## config.mk

```make
export PLATFORM = sky130hd
export DESIGN_NAME = ark_run_ctrl
export DESIGN_NICKNAME = d
export VERILOG_FILES = /design/src/rtl/ark_ctrl_pkg.sv /design/src/rtl/ark_pc_next.sv /design/src/rtl/ark_run_ctrl.sv
export SDC_FILE = /design/constraint.sdc
export NUM_CORES = 1
export LEC_CHECK = 0
export BUFFER_PORTS_ARGS = -buffer_cell sky130_fd_sc_hd__buf_2
export CAP_MARGIN = 15
export CORE_MARGIN = 2
export CORE_UTILIZATION = 44
export DETAILED_ROUTE_END_ITERATION = 12
export PLACE_DENSITY_LB_ADDON = 0.15
export SLEW_MARGIN = 30
export SYNTH_ARGS = -nofsm -noshare
export SYNTH_HDL_FRONTEND = slang
export SYNTH_SLANG_ARGS = --single-unit
```

## constraint.sdc

```tcl
create_clock -name Clk -period 5.85 [get_ports Clk]
set_clock_uncertainty 0.2 [all_clocks]
set_input_delay 0 -clock Clk [delete_from_list [all_inputs] [get_ports Clk]]
set_output_delay 0 -clock Clk [all_outputs]
set_load 0.01 [all_outputs]
```

## src/rtl/ark_ctrl_pkg.sv

```systemverilog
// Shared definitions for the ARK run controller, instruction ROM and branch decode.
package ark_ctrl_pkg;

    // Default widths shared across the ARK core
    localparam int PC_W_DEF  = 10;
    localparam int OFF_W_DEF = 8;
    localparam int CYC_W_DEF = 16;

    // Run controller states
    typedef enum logic [1:0] {
        IDLE  = 2'd0,
        ARMED = 2'd1,
        RUN   = 2'd2,
        DONE  = 2'd3
    } run_state_t;

    // Next-PC source select
    typedef enum logic [1:0] {
        PC_HOLD = 2'd0,
        PC_INC  = 2'd1,
        PC_ABS  = 2'd2,
        PC_REL  = 2'd3
    } pc_sel_t;

endpackage

```

## src/rtl/ark_pc_next.sv

```systemverilog
// Combinational next-PC select: hold, increment, absolute jump or signed relative branch.
module ark_pc_next
    import ark_ctrl_pkg::*;
#(
    parameter int PC_W  = PC_W_DEF,
    parameter int OFF_W = OFF_W_DEF
) (
    input  pc_sel_t           sel,
    input  logic [PC_W-1:0]   pc,
    input  logic [PC_W-1:0]   target,
    input  logic [OFF_W-1:0]  offset,
    output logic [PC_W-1:0]   pc_next
);

    logic [PC_W-1:0] offset_ext;

    // Sign-extend (or truncate) the offset to PC width; the sum then wraps naturally
    generate
        if (PC_W > OFF_W) begin : g_ext
            assign offset_ext = {{(PC_W-OFF_W){offset[OFF_W-1]}}, offset};
        end else begin : g_trunc
            assign offset_ext = offset[PC_W-1:0];
        end
    endgenerate

    // Select the next program counter value
    always_comb begin
        pc_next = pc;
        case (sel)
            PC_HOLD: pc_next = pc;
            PC_INC:  pc_next = pc + 1'b1;
            PC_ABS:  pc_next = target;
            PC_REL:  pc_next = pc + offset_ext;
            default: pc_next = pc;
        endcase
    end

endmodule

```

## src/rtl/ark_run_ctrl.sv

```systemverilog
// ARK run controller: Start/Ack handshake, program counter, write-enable gating,
// run-cycle counting and timeout abort.
module ark_run_ctrl
    import ark_ctrl_pkg::*;
#(
    parameter int               PC_W       = PC_W_DEF,
    parameter int               OFF_W      = OFF_W_DEF,
    parameter int               CYC_W      = CYC_W_DEF,
    parameter logic [CYC_W-1:0] MAX_CYCLES = 16'hFFFF
) (
    input  logic              Clk,
    input  logic              Reset,
    input  logic              Start,
    input  logic              Halt,
    input  logic              BranchAbs,
    input  logic              BranchRel,
    input  logic [PC_W-1:0]   Target,
    input  logic [OFF_W-1:0]  Offset,
    output logic [PC_W-1:0]   PC,
    output logic              CoreEn,
    output logic              Ack,
    output logic              TimedOut,
    output logic [CYC_W-1:0]  CycleCount
);

    localparam bit               TIMEOUT_EN = (MAX_CYCLES != '0);
    localparam logic [CYC_W-1:0] LAST_CYCLE = MAX_CYCLES - 1'b1;

    run_state_t       state_q, state_d;
    logic [PC_W-1:0]  pc_q, pc_d, pc_next;
    logic [CYC_W-1:0] cyc_q, cyc_d;
    logic             to_q, to_d;
    logic             timeout_hit;
    pc_sel_t          pc_sel;

    assign timeout_hit = TIMEOUT_EN && (cyc_q == LAST_CYCLE);

    // State and datapath registers with synchronous reset
    always_ff @(posedge Clk) begin
        if (Reset) begin
            state_q <= IDLE;
            pc_q    <= '0;
            cyc_q   <= '0;
            to_q    <= 1'b0;
        end else begin
            state_q <= state_d;
            pc_q    <= pc_d;
            cyc_q   <= cyc_d;
            to_q    <= to_d;
        end
    end

    // Next-state logic; in RUN an abort beats halt, which beats timeout
    always_comb begin
        state_d = state_q;
        case (state_q)
            IDLE:    if (Start) state_d = ARMED;
            ARMED:   if (!Start) state_d = RUN;
            RUN: begin
                if (Start)            state_d = ARMED;
                else if (Halt)        state_d = DONE;
                else if (timeout_hit) state_d = DONE;
            end
            DONE:    if (Start) state_d = ARMED;
            default: state_d = IDLE;
        endcase
    end

    // PC source: only a RUN cycle that stays in RUN advances the PC
    always_comb begin
        pc_sel = PC_HOLD;
        if (state_q == RUN && state_d == RUN) begin
            if (BranchAbs)      pc_sel = PC_ABS;
            else if (BranchRel) pc_sel = PC_REL;
            else                pc_sel = PC_INC;
        end
    end

    ark_pc_next #(
        .PC_W  (PC_W),
        .OFF_W (OFF_W)
    ) u_pc_next (
        .sel     (pc_sel),
        .pc      (pc_q),
        .target  (Target),
        .offset  (Offset),
        .pc_next (pc_next)
    );

    // Counter, timeout flag and PC updates; entering or sitting in ARMED clears them
    always_comb begin
        pc_d  = pc_next;
        cyc_d = cyc_q;
        to_d  = to_q;
        if (state_d == ARMED) begin
            pc_d  = '0;
            cyc_d = '0;
            to_d  = 1'b0;
        end else if (state_q == RUN) begin
            cyc_d = (cyc_q == '1) ? cyc_q : cyc_q + 1'b1;
            // Reaching DONE without Halt means the timeout ended the run
            if (state_d == DONE) to_d = !Halt;
        end
    end

    // Outputs decoded from registered state only
    always_comb begin
        PC         = pc_q;
        CycleCount = cyc_q;
        TimedOut   = to_q;
        CoreEn     = (state_q == RUN);
        Ack        = (state_q == DONE);
    end

endmodule
```

Word-level counts from Yosys, hierarchy flattened --
Cells that the tools add are included.
Storage, ports and cells: flip-flop bits (word level) 29, input bits 24, word-level logic and storage cells 37
Operators by class: add/subtract/negate cells 3, equality and inequality tests 11, multiplexer cells 10, bitwise logic cells 1, reductions and logical operators 8
Operators by type and width (number):
- 16-bit equality test, second input constant | 2
- 10-bit case mux with 3 select lines | 1
- 16-bit by 1-bit adder with 16-bit output, second input constant | 1
- 2-bit 2-to-1 mux | 8
- 2-bit equality test, second input constant | 6
- 10-bit by 1-bit adder with 10-bit output, second input constant | 1
- 10-bit adder | 1
- 2-bit by 1-bit equality test with 1-bit output, second input constant | 3
- 2-bit case mux with 3 select lines | 1
- 2-bit logical NOT | 2
- 2-bit AND reduction | 2
- 2-bit OR reduction | 2
- 1-bit logical AND | 1
- 1-bit logical NOT | 1
- 1-bit NOT | 1

Logic depth before layout (Yosys ltp) --
Gate-level depths: netlist (run 1).
word-level depth 10, gate-level depth with buffers 16

Cells and area by module --
A second synthesis (run 1) with hierarchy kept.
Unflattened totals: cells, all modules 250, area, all modules 2057.0 um^2
Modules (own cells, without submodules):
- ark_run_ctrl | instances 1, cells each 155, area an instance 1381.3 um^2
- ark_pc_next | instances 1, cells each 95, area an instance 675.6 um^2

Worst setup path before layout (run 1) --
No wires, ideal clock.
path type flip-flop to flip-flop, start point reg state_q[0], end point reg pc_q[8] (netlist: PC[8]), library setup time 79 ps, arrival 3341 ps, path slack 2230 ps, stages on the path, launching flop included 16, path through dfxtp_1 -> inv_1 -> ha_1 -> nor2_1 -> a221oi_1 -> o21a_2 -> nor4b_4 -> nand2b_1 -> ha_1 -> fa_1 -> a211oi_1 -> o21ai_0 -> a31oi_1 -> xnor2_1 -> mux2i_1 -> a211oi_2
RTL lines:
- start: declaration | line ark_run_ctrl.sv:29 | run_state_t state_q, state_d;
- start signal: assignment | line ark_run_ctrl.sv:46 | state_q <= state_d;
- 2-bit equality test *
- net CoreEn | line ark_run_ctrl.sv:20 | output logic CoreEn,
- 2-bit case mux with 3 select lines | line ark_run_ctrl.sv:56 | case (state_q)
- 2-bit equality test | line ark_run_ctrl.sv:72 | if (state_q == RUN && state_d == RUN) begin
- 1-bit logical AND | line ark_run_ctrl.sv:72
- 2-bit 2-to-1 mux | line ark_run_ctrl.sv:72
- 2-bit equality test / 2-bit by 1-bit equality test with 1-bit output (equally long branches) | line ark_pc_next.sv:29 | case (sel)
- 10-bit case mux with 3 select lines | line ark_pc_next.sv:29
- end signal: assignment | line ark_run_ctrl.sv:47 | pc_q <= pc_d;
- end: declaration | line ark_run_ctrl.sv:30 | logic [PC_W-1:0] pc_q, pc_d, pc_next;
The timed path passes the listed nets; every way through them passes the cells marked *. A chain may end at the register's enable or synchronous reset.

Worst setup path after layout (run 1) --
start point reg state_q[0], end point reg pc_q[8] (netlist: PC[8])
Between the ends: cells in the longest elaborated chain, start to end 9
Ends and longest elaborated chain:
- 2-bit 2-to-1 mux | line ark_run_ctrl.sv:62 | else if (timeout_hit) state_d = DONE;
- 2-bit 2-to-1 mux | line ark_run_ctrl.sv:61 | else if (Halt) state_d = DONE;
- 2-bit 2-to-1 mux | line ark_run_ctrl.sv:60 | if (Start) state_d = ARMED;
- 2-bit case mux with 3 select lines | line ark_run_ctrl.sv:56
- 2-bit equality test | line ark_run_ctrl.sv:72
- 1-bit logical AND | line ark_run_ctrl.sv:72
- 2-bit 2-to-1 mux | line ark_run_ctrl.sv:72
- 2-bit equality test / 2-bit by 1-bit equality test with 1-bit output (equally long branches) | line ark_pc_next.sv:29
- 10-bit case mux with 3 select lines | line ark_pc_next.sv:29
Parallel ways exist; a longest one is shown, timed or not.

==> results of run 1 <==
-- worst min-delay path by stage --
stage | start | endpoint | slack, ns | depth (start not counted)
2_1_floorplan | Reset | state_q[0] | -0.13 | 1
3_3_place_gp | Reset | state_q[0] | 0.01 | 2
6_report | BranchAbs | PC[6] | 0.08 | 4
3_5_place_dp | Reset | state_q[0] | 0.006 | 2
5_1_grt | BranchAbs | PC[6] | 0.1 | 4
4_1_cts | BranchAbs | PC[6] | 0.06 | 4
-- where the power goes --
| group | internal [W] | switching, W |
|---|---|---|
| combinational | 0.0000273 | 0.0000376 |
| clock | 0.0000819 | 0.0000849 |
| sequential | 0.000199 | 0.00000276 |
-- per-stage QoR --
stage          area (um2)  utilization, %  hold WS (ns)  std cells
2_1_floorplan        1988               -       -0.1276        227
3_5_place_dp         2256           51.81      0.006268        324
3_3_place_gp         2256           51.81       0.01164        324
6_report             2472           56.78       0.07667        345
5_1_grt              2472           56.78       0.09637        345
4_1_cts              2472           56.78       0.06067        345
-- cell families (layout without fill, tap and decap cells) --
group,count (synthesis),after routing
XOR/XNOR,22,22
buffers and inverters,14,80
AO/OA/AOI/OAI,48,48
adder cells (fa/ha/maj),15,15
flip-flops,29,29
AND/OR/NAND/NOR,94,94
multiplexers,5,5
-- what timing repair did --
item / CTS / global route
hold endpoints to repair: 13 / 0
buffers inserted: 0 / 0
hold buffers: 13 / 0
-- tightest hold or removal path, delay by kind of cell --
kind / cells / cell delay [ns]
AO/OA/AOI/OAI: 1 / 0.14
buffers and inverters: 1 / 0.23
AND/OR/NAND/NOR: 2 / 0.15
-- state kept, by name (all words and copies together) (netlist names) --
name	cells
PC	10
TimedOut	1
CycleCount	16
state_q	2
-- per-layer routing --
| metal | up-vias | global-route usage (%) |
|---|---|---|
| li1 | 934 | - |
| met1 | 799 | 25.37 |
| met2 | 36 | 26.44 |
| met3 | 7 | 4.360 |
| met4 | 0 | 6.289 |
| met5 | - | 0 |
-- cell type report --
class	instances	area, um2
multi-input combinational	184	1320
tap	52	65.06
fill	432	1882
clock inverter	3	17.52
timing repair buffer	66	397.9
sequential	29	580.6
inverter	6	22.52
clock buffer	5	68.82
-- cells in the final DEF (no fill, tap or decap), types with 2 or more instances in the layout --
| master | n |
|---|---|
| a211oi_1 | 2 |
| a211oi_2 | 6 |
| a21oi_1 | 5 |
| a21oi_2 | 3 |
| and2_1 | 8 |
| and3_1 | 3 |
| buf_2 | 52 |
| clkbuf_8 | 5 |
| clkinv_2 | 2 |
| dfxtp_1 | 29 |
| dlygate4sd3_1 | 13 |
| ha_1 | 14 |
| inv_1 | 6 |
| mux2i_1 | 5 |
| nand2_1 | 11 |
| nand2b_1 | 4 |
| nand3_1 | 10 |
| nand4_1 | 5 |
| nor2_1 | 34 |
| nor3_1 | 9 |
| o211ai_1 | 3 |
| o21ai_0 | 12 |
| o21bai_1 | 3 |
| or3_1 | 2 |
| xnor2_1 | 11 |
| xor2_1 | 11 |
==> summary.md, run 1 <==
| Metric | Value |
|---|---|
| Post-synthesis cell type count | `49` |
| Worst flop-to-flop path startpoint | `state_q[0]` |
| Largest net degree at the start of global routing | `28` |
| Final WS setup | `1.731 ns` |
| R2R cell count | `15` |
| Die width | `71.22 um` |
| Sequential-to-total area share from yosys stat | `29.20%` |
| Met3 wire len | `193 um` |
| Slew Limit Fails | `0` |
| CP Class | `reg2reg` |
| Vias in the first global route | `1,567` |
| CTS resizes | `0` |
| Max layer used | `met4` |
| Dominant synthesized flop cell | `dfxtp_1` |
| Worst setup SP type | `register` |
| Core area | `0.004354 mm2` |
| GP Congestion | `0.8556` |
| Vias | `1,776` |
| Setup crit end kind | `register` |
| Layout area overhead | `24.35%` |
| Most frequent cell after synthesis | `nor2_1` |
| Area fraction in and, or, nand and nor cells after synthesis | `25.68%` |
| FF-to-FF setup slack | `1.73 ns` |
| Critical Path RT | `5.86 ns` |
| Diode count | `0` |
| Crit-path cells | `inv_1, ha_1, nor2_1, a221oi_1, o21a_2, nor4b_4, nand2b_1, ha_1, fa_1, a211oi_1, o21ai_0, a31oi_1, xnor2_1, mux2i_1, a211oi_2` |
| Initial Utilization | `45.66%` |
| Clk Latency, worst-skew pair | `0.29 ns` |
| Power Dens Cells | `175.5 mW/mm2` |
| Top cell type's share of synthesized area | `29.20%` |
| Max Cap Viol | `0` |
| Slowest cell on crit path | `nor4b_4` |
| First-pass GRT wire length | `7.203 mm` |
| CTS tree | `done` |
| Compound-cell area share of the yosys netlist | `18.69%` |
| Root buf cell | `clkbuf_8` |
| Maximum vdd drop | `0.0001296 V` |
| Drt wl/cell | `12.67 um` |
| Synth async-reset ratio | `0%` |
| Number of cells on the critical path | `15` |
| M1 WL | `2.316 mm` |
| Share of cells above drive strength 1 | `26.96%` |
| End of the worst register-to-register path | `PC[8]` |
| Worst slew pin tran | `0.7664 ns` |
| Congestion Overflow GR | `0` |
| Residual DRC | `0` |
| Final setup viols | `0` |
| Detail Route Antenna Nets | `0` |
| Clk sinks | `29` |
| YS warnings | `0` |
| Initial DRT Pass Iterations | `4` |
| Drt via density | `5.148` |
| Cell family with most CP delay | `compound AO/OA/AOI/OAI gates` |
| CTS Buf Count | `5` |
| Mean area per synthesized cell | `8.758 um2` |
| Tot GR Track Use | `17.86%` |
| IO Pins | `53` |
| Worst setup path end | `PC[8]` |
| Number of synthesized flops with an enable pin | `0` |
| Final hold violation count | `0` |
| Final cycle utilization of the critical path | `70.41%` |
| Maximum buffer depth of the clock tree | `2` |
| Mux contribution to synthesized area | `2.517%` |
| Post-synthesis instance area | `0.001988 mm2` |
| Synth Area in XOR/XNOR | `9.692%` |
| CP peak stage delay | `0.50 ns` |
| Drt initial violations | `106` |
| Synth Area in Adders | `9.817%` |
| Min-delay worst type | `in2reg` |
| Synth area leader | `dfxtp_1` |
| I/O Buffers | `52` |
| Fmax | `0.2428 GHz` |
| Mapped Cells | `227` |
| Row cnt | `24` |
| Initial antenna violation count | `0` |
| RSZ-0062 raised after global routing | `false` |
| Synth top cells by count | `nor2_1 (34), dfxtp_1 (29), ha_1 (14), o21ai_0 (12)` |
| Worst Path Buf+Inv | `1` |
| DPL Wire Length | `3.188 mm` |
| Status | `finished clean` |
| Arrival time worst endpoint | `4.13 ns` |
| Met2 WL | `1.795 mm` |
| Die area | `0.005072 mm2` |
| Worst Setup SP | `state_q[0]` |
| CTS HTree Levels | `2` |
| Clock period minus worst slack | `4.119 ns` |
| Crit path top cell by count | `ha_1` |
| Synth area leaders | `dfxtp_1 (29%), ha_1 (8.8%), nor2_1 (6.4%)` |
| Worst slack, placed | `1.757 ns` |
| Worst rel slew slack | `48.35%` |
| NumNets Final | `331` |
| Setup TNS | `0 ns` |
| Die Ht | `71.22 um` |
| Largest family of logic cells by synthesized area | `simple AND/OR/NAND/NOR gates` |
| Lkg Pwr | `1.078 nW` |
| Syn_nets | `266` |
| Drt total wl | `4.370 mm` |
| Crit Path Max Fanout | `8` |
| Worst-path clk slew | `0.07 ns` |
| Seq cells post-synth | `29` |
| Total design power | `0.0004339 W` |
No activity file was read; power rests on OpenSTA's default activity.
==> inputs of run 2 (changes only) <==
ABC_AREA = 1   (was not set)
clock period = 3.4 ns   (was 5.85 ns; I/O delays follow)
==> run 2 against run 1 <==
  * First-iteration DRC count is 25% lower
  * Setup slack worse by 1.6 ns
  * Final area is 15% higher
  * Routed wire length is 16% higher
  * Critical path depth is 7 higher
  * Critical path type unchanged
  * Die area hardly changed
  * Hold slack worse by 0.019 ns
==> summary.md, run 2 <==
| Metric | Value |
|---|---|
| Lkg Pwr | `1.341 nW (+24%)` |
| Crit Path Max Fanout | `3 (-5)` |
| Clock Power Share | `41.7% (+3.2 points)` |
| P_sw | `0.0002578 W (+110%)` |
| Sequential-to-total area share from yosys stat | `29.22% (about the same)` |
| DPL Wire Length | `3.589 mm (+13%)` |
| Top cell type's share of synthesized area | `29.22% (about the same)` |
| Most frequent cell after synthesis | `nand2_1` |
| Seq cells post-synth | `29 (unchanged)` |
| Worst-path clk slew | `0.07 ns (about the same)` |
| Initial Utilization | `45.63% (about the same)` |
| Core area | `0.004354 mm2 (unchanged)` |
| CTS Buf Count | `5 (unchanged)` |
| Final setup viols | `0 (unchanged)` |
| Dominant synthesized flop cell | `dfxtp_1` |
| Layout Cells excl Fill | `424 (+23%)` |
| Min-delay worst type | `in2reg` |
| Initial DRT Pass Iterations | `6 (+2)` |
| CTS HTree Levels | `2 (unchanged)` |
| YS warnings | `0 (unchanged)` |
| Commonest non-fill, non-tap cell in the layout | `buf_2` |
| Final WS setup | `0.1522 ns (-1.579 ns)` |
| Drt total wl | `5.068 mm (+16%)` |
| Row cnt | `24 (unchanged)` |
| Tot GR Track Use | `20.74% (+2.9 points)` |
| Setup TNS | `0 ns (unchanged)` |
| Initial antenna violation count | `0 (unchanged)` |
| Congestion Overflow GR | `0 (unchanged)` |
| Synth async-reset ratio | `0% (unchanged)` |
| Arrival time worst endpoint | `3.27 ns (-0.86 ns)` |
| Diode count | `0 (unchanged)` |
| Worst slew pin tran | `0.4763 ns (-0.2901 ns)` |
| Die Ht | `71.20 um (about the same)` |
| Setup crit end kind | `register` |
| Mean area per synthesized cell | `7.096 um2 (-19%)` |
| Switching Share | `28.24% (-0.63 points)` |
| Drt initial violations | `79 (-25%)` |
| Synth area leaders | `dfxtp_1 (29%), nand2_1 (8.9%), ha_1 (8.8%)` |
| Post-synthesis instance area | `0.001987 mm2 (about the same)` |
| Largest net degree at the start of global routing | `16 (-43%)` |
| Fmax | `0.3079 GHz (+27%)` |
| RSZ-0062 raised after global routing | `true` |
| GP Congestion | `0.8680 (+1.4%)` |
| Worst rel slew slack | `67.95% (+20 points)` |
| Final cycle utilization of the critical path | `95.52% (+25 points)` |
| I/O Buffers | `52 (unchanged)` |
| Final hold violation count | `0 (unchanged)` |
| Mapped Cells | `280 (+23%)` |
| First-pass GRT wire length | `8.480 mm (+18%)` |
| Max reg flops | `16 (unchanged)` |
| Worst slack, placed | `0.006411 ns (-1.751 ns)` |
| Status | `finished clean` |
| Residual DRC | `0 (unchanged)` |
| Part of the power in registers | `38.4% (-8.2 points)` |
| Die area | `0.005069 mm2 (about the same)` |
| Synth top cells by count | `nand2_1 (47), inv_1 (38), nor2_1 (30), dfxtp_1 (29), a21oi_1 (18)` |
| Worst setup SP type | `register` |
| Vias in the first global route | `2,016 (+29%)` |
| Max Cap Viol | `0 (unchanged)` |
| Detail Route Antenna Nets | `0 (unchanged)` |
| Synth area leader | `dfxtp_1` |
| Most frequent cells in the layout | `buf_2 (52), nand2_1 (44), inv_1 (36)` |
| Clk Latency, worst-skew pair | `0.28 ns (about the same)` |
| Vias | `2,097 (+18%)` |
| Slew Limit Fails | `0 (unchanged)` |
| Share of cells above drive strength 1 | `36.02% (+9.1 points)` |
| Root buf cell | `clkbuf_8` |
| Die width | `71.20 um (about the same)` |
| Critical Path RT | `3.42 ns (-2.44 ns)` |
| Syn_nets | `319 (+20%)` |
| IO Pins | `53 (unchanged)` |
| Number of synthesized flops with an enable pin | `0 (unchanged)` |
| Maximum vdd drop | `0.0001731 V (+34%)` |
| Clock period minus worst slack | `3.248 ns (-0.8711 ns)` |
| Layout area overhead | `43.01%` |
| Drt wl/cell | `11.95 um (-5.6%)` |
| CTS tree | `done` |
| CP Class | `reg2reg` |
| Placed cells | `393 (+21%)` |
| Maximum buffer depth of the clock tree | `2 (unchanged)` |
| Combinational share of power | `19.9% (+4.9 points)` |
| Internal | `0.0006552 W (+110%)` |
| Post-synthesis cell type count | `39 (-20%)` |
| NumNets Final | `410 (+24%)` |
| Clk sinks | `29 (unchanged)` |
| Power Dens Cells | `321.3 mW/mm2 (+83%)` |
| Drt via density | `4.946 (-3.9%)` |
[run 2: cell count changes after synthesis, moves of 6 or more]
| cell | previous run | this run |
|---|---|---|
| nand2_1 | 11 | 47 |
| o21ai_1 | 0 | 11 |
| a21oi_1 | 5 | 18 |
| xnor2_1 | 11 | 3 |
| xor2_1 | 11 | 4 |
| o21ai_0 | 12 | 6 |
| inv_1 | 6 | 38 |
| a211oi_2 | 6 | 0 |
| nand2_2 | 0 | 7 |
| and2_1 | 8 | 0 |
[run 2: layout make-up]
| cell class | count | area [um2] |
|---|---|---|
| Timing Repair Buffer | 88 | 586.8 |
| Multi-Input combinational cell | 203 | 1316 |
| Tap cell | 52 | 65.06 |
| Fill cell | 386 | 1513 |
| Inverter | 44 | 165.2 |
| Sequential cell | 29 | 591.8 |
| Clock buffer | 7 | 86.33 |
| Clock inverter | 1 | 30.03 |
[run 2: routing by layer]
layer	vias to the layer above	share of wire [%]	track usage, %
met5	-	0	0
met4	0	2.2	7.757
met3	11	4.5	4.274
met2	53	49	38.07
met1	942	44	23.35
li1	1091	-	-
[run 2: logic make-up after synthesis]
kind of cell             synth area share, %
flip-flops                             29.22
AND/OR/NAND/NOR                        29.41
buffers and inverters                  10.20
adder cells (fa/ha/maj)                9.824
XOR/XNOR                               3.086
AO/OA/AOI/OAI                          18.26
[run 2: what timing repair did]
| item | 4_1_cts | 5_1_grt |
|---|---|---|
| hold endpoints to repair | 13 | 0 |
| hold buffers | 21 | 0 |
| endpoints found under the setup margin | 1 | 4 |
| resized for setup | 1 | 31 |
| pin swaps | 0 | 12 |
| buffers inserted | 0 | 2 |
[run 2: path summary, 6_finish.rpt]
check | from | endpoint | slack [ns] | cells after the start
worst max-delay path | CycleCount[0] | PC[8] | 0.15 | 22
worst min-delay path | Offset[0] | PC[0] | 0.06 | 5
worst max register to register | CycleCount[0] | PC[8] | 0.15 | 22
worst min register to register | TimedOut | TimedOut | 0.25 | 2
[run 2: power groups by stage]
stage                     Combinational [W]  Sequential (W)  Clock [W]
after floorplan                    0.000115        0.000361          0
after global placement             0.000154        0.000358          0
after detailed placement           0.000156        0.000358          0
after CTS                          0.000176        0.000351   0.000391
after global routing               0.000203        0.000351   0.000405
final                              0.000182        0.000350   0.000381
[run 2: through the flow]
step	area [um2]	util, %	power, W	hold slack (ns)
after global placement	2380	54.66	0.0005122	-0.02283
after CTS	2706	62.16	0.0009174	0.05175
final	2841	65.26	0.0009130	0.05719
after floorplan	1994	-	0.0004757	-0.1276
after global routing	2841	65.26	0.0009591	0.09479
after detailed placement	2380	54.66	0.0005143	-0.01543
[run 2: worst max-delay path, cell delays in order (launching register included)]
cell,delay (ns)
dfxtp_2,0.33
inv_2,0.07
ha_4,0.13
inv_2,0.02
nor2_1,0.09
nand2_1,0.06
o21ai_1,0.11
nand2_1,0.10
nand2_2,0.10
a21oi_4,0.08
nor2_8,0.12
nand2_2,0.05
or2_4,0.24
ha_4,0.17
fa_2,0.40
a21oi_2,0.14
o21ai_2,0.09
nand2_1,0.08
o311ai_2,0.10
or2_4,0.24
nand3_2,0.06
o211ai_2,0.09
a21oi_2,0.13
==> inputs of run 3 (changes only) <==
CTS_BUF_LIST = sky130_fd_sc_hd__clkbuf_8   (was not set)
clock period = 2.75 ns   (was 3.4 ns; I/O delays follow)
==> run 3 against run 2 <==
  * The flow now finishes with violations (setup timing)
  * Clock-buffer cell count fell by 1
  * Global-route usage rose by 2.1 points
  * Largest cell class unchanged
  * Final cell count rose by 9.9%
  * Core utilization rose by 9.8 points
  * First-iteration DRC count rose by 24%
  * Highest routed layer unchanged
  * Final area rose by 15%
  * Sequential share of layout area fell by 2.9 points
  * Via count rose by 8.6%
  * Clock power rose by 22%
  * Largest power group unchanged
  * Non-clock buffer count rose by 42
  * Flip-flop and latch count did not move
==> summary.md, run 3 (synthesis results as in run 2) <==
| Metric | Value |
|---|---|
| Lkg Pwr | `1.609 nW (+20%)` |
| IO Pins | `53 (unchanged)` |
| DPL Wire Length | `3.724 mm (+3.8%)` |
| Critical Path RT | `2.78 ns (-0.64 ns)` |
| Clock period minus worst slack | `3.223 ns (-0.02438 ns)` |
| Final WS setup | `-0.4735 ns (-0.6256 ns)` |
| Worst rel slew slack | `68.63% (+0.68 points)` |
| Initial Utilization | `45.63% (unchanged)` |
| Detail Route Antenna Nets | `0 (unchanged)` |
| Final cycle utilization of the critical path | `117.2% (+22 points)` |
| Failing checks | `setup timing` |
| GP Congestion | `0.8638 (-0.48%)` |
| Tot GR Track Use | `22.81% (+2.1 points)` |
| FF-to-FF setup slack | `-0.47 ns (-0.63 ns)` |
| Drt wl/cell | `12.25 um (+2.5%)` |
| Clk Latency, worst-skew pair | `0.29 ns (about the same)` |
| Max Cap Viol | `0 (unchanged)` |
| Initial antenna violation count | `0 (unchanged)` |
| Status | `complete, but fails checks` |
| Layout Cells excl Fill | `466 (+9.9%)` |
| Row cnt | `24 (unchanged)` |
| Worst-path clk slew | `0.06 ns (about the same)` |
| CTS Buf Count | `5 (unchanged)` |
| Vias in the first global route | `2,162 (+7.2%)` |
| Placed cells | `420 (+6.9%)` |
| Root buf cell | `clkbuf_8` |
| I/O Buffers | `52 (unchanged)` |
| Power Dens Cells | `375.6 mW/mm2 (+17%)` |
| Largest net degree at the start of global routing | `15 (-1)` |
| CP Class | `reg2reg` |
| Diode count | `0 (unchanged)` |
| CTS tree | `done` |
| Number of fillers in the final layout | `324 (-16%)` |
| Layout area overhead | `64.55%` |
| First-pass GRT wire length | `9.094 mm (+7.2%)` |
| Die Ht | `71.20 um (unchanged)` |
| Crit Path Max Fanout | `3 (unchanged)` |
| Setup crit end kind | `register` |
| Drt via density | `4.886 (-1.2%)` |
| Max reg flops | `16 (unchanged)` |
| Min-delay worst type | `in2reg` |
| Initial DRT Pass Iterations | `5 (-1)` |
| Drt initial violations | `98 (+24%)` |
| CTS HTree Levels | `2 (unchanged)` |
| Die area | `0.005069 mm2 (unchanged)` |
| Vias | `2,277 (+8.6%)` |
| Share of cells above drive strength 1 | `45.65% (+9.6 points)` |
| Maximum buffer depth of the clock tree | `2 (unchanged)` |
| Commonest non-fill, non-tap cell in the layout | `buf_2` |
| Worst setup SP type | `register` |
| Core area | `0.004354 mm2 (unchanged)` |
| Slew Limit Fails | `0 (unchanged)` |
| Final setup viols | `8 (+8)` |
| Total design power | `0.001228 W (+34%)` |
| Drt total wl | `5.710 mm (+13%)` |
| Worst slew pin tran | `0.4663 ns (-0.01005 ns)` |
| Most frequent cells in the layout | `buf_2 (52), buf_4 (49), nand2_1 (43)` |
| Arrival time worst endpoint | `3.25 ns (-0.02 ns)` |
| Final hold violation count | `0 (unchanged)` |
| NumNets Final | `452 (+10%)` |
| Fmax | `0.3102 GHz (+0.76%)` |
| Residual DRC | `0 (unchanged)` |
| Maximum vdd drop | `0.0002965 V (+71%)` |
| Die width | `71.20 um (unchanged)` |
| RSZ-0062 raised after global routing | `true` |
| Congestion Overflow GR | `0 (unchanged)` |
| Clk sinks | `29 (unchanged)` |
-- run 3: cell count changes in the layout (fill, tap and decap cells not counted), sizes merged --
cell         before  now
dlygate4sd3      21   17
inv              43   44
clkbuf            7    6
buf              67  113
-- run 3: final timing paths --
| check | cells after the start | end | from |
|---|---|---|---|
| setup / recovery | 23 | PC[8] | CycleCount[0] |
| hold / removal | 4 | state_q[0] | Start |
| hold reg to reg | 2 | TimedOut | TimedOut |
| setup reg to reg | 23 | PC[8] | CycleCount[0] |
-- run 3: power breakdown --
group	switching, W	leakage [nW]	internal (W)	total [W]
sequential	0.00000516	0.235	0.000428	0.000433
clock	0.000172	0.0626	0.000291	0.000464
combinational	0.000173	1.31	0.000159	0.000331
-- run 3: metrics by stage --
| stage | hold WS [ns] | TNS, ns | setup WS [ns] | util (%) | cell area [um2] |
|---|---|---|---|---|---|
| finish | 0.03750 | -2.854 | -0.4735 | 75.09 | 3269 |
| CTS | 0.02786 | -2.012 | -0.4417 | 73.33 | 3193 |
| global route | 0.05891 | -5.186 | -0.7009 | 75.09 | 3269 |
| detailed placement | -0.02076 | -2.566 | -0.4856 | 60.49 | 2634 |
| floorplan | -0.1276 | -1.152 | -0.4631 | - | 2046 |
| global placement | -0.02539 | -2.300 | -0.4351 | 60.49 | 2634 |
-- run 3: final cells by class --
type	count	area, um2	share of cell area [%]
sequential	29	585.6	17.91
tap	52	65.06	1.990
inverter	44	172.7	5.281
multi-input combinational	203	1388	42.44
clock buffer	6	82.58	2.526
clock inverter	2	33.78	1.033
timing repair buffer	130	942.2	28.82
-- run 3: worst max-delay path: stages (launching register included) --
cell      delay [ns]
dfxtp_4         0.35
inv_4           0.04
ha_4            0.15
inv_2           0.04
nor2_1          0.04
nand2_1         0.06
o21ai_1         0.06
nand2_1         0.10
nand2_1         0.09
nand2_1         0.08
nand3_2         0.11
nor2_8          0.15
nand2_4         0.06
or2_4           0.24
ha_4            0.16
fa_2            0.34
a21oi_2         0.14
o21ai_2         0.08
nand2_1         0.06
o311ai_1        0.10
or2_4           0.25
nand3_2         0.06
o211ai_2        0.09
a21oi_2         0.11
-- run 3: timing repair --
item	in CTS	in global routing
hold buffers	17	0
endpoints found under the hold margin	13	0
setup endpoints to repair	8	27
pin swaps	29	23
buffers inserted	19	5
resized for setup	30	18
cloned	0	0
-- run 3: routing by layer --
| layer | vias to the layer above | wire length (um) | track usage (%) |
|---|---|---|---|
| met5 | - | 0 | 0 |
| met4 | 0 | 118 | 9.644 |
| met3 | 12 | 272 | 4.131 |
| met2 | 67 | 2955 | 42.59 |
| met1 | 1016 | 2363 | 24.93 |
| li1 | 1182 | - | - |
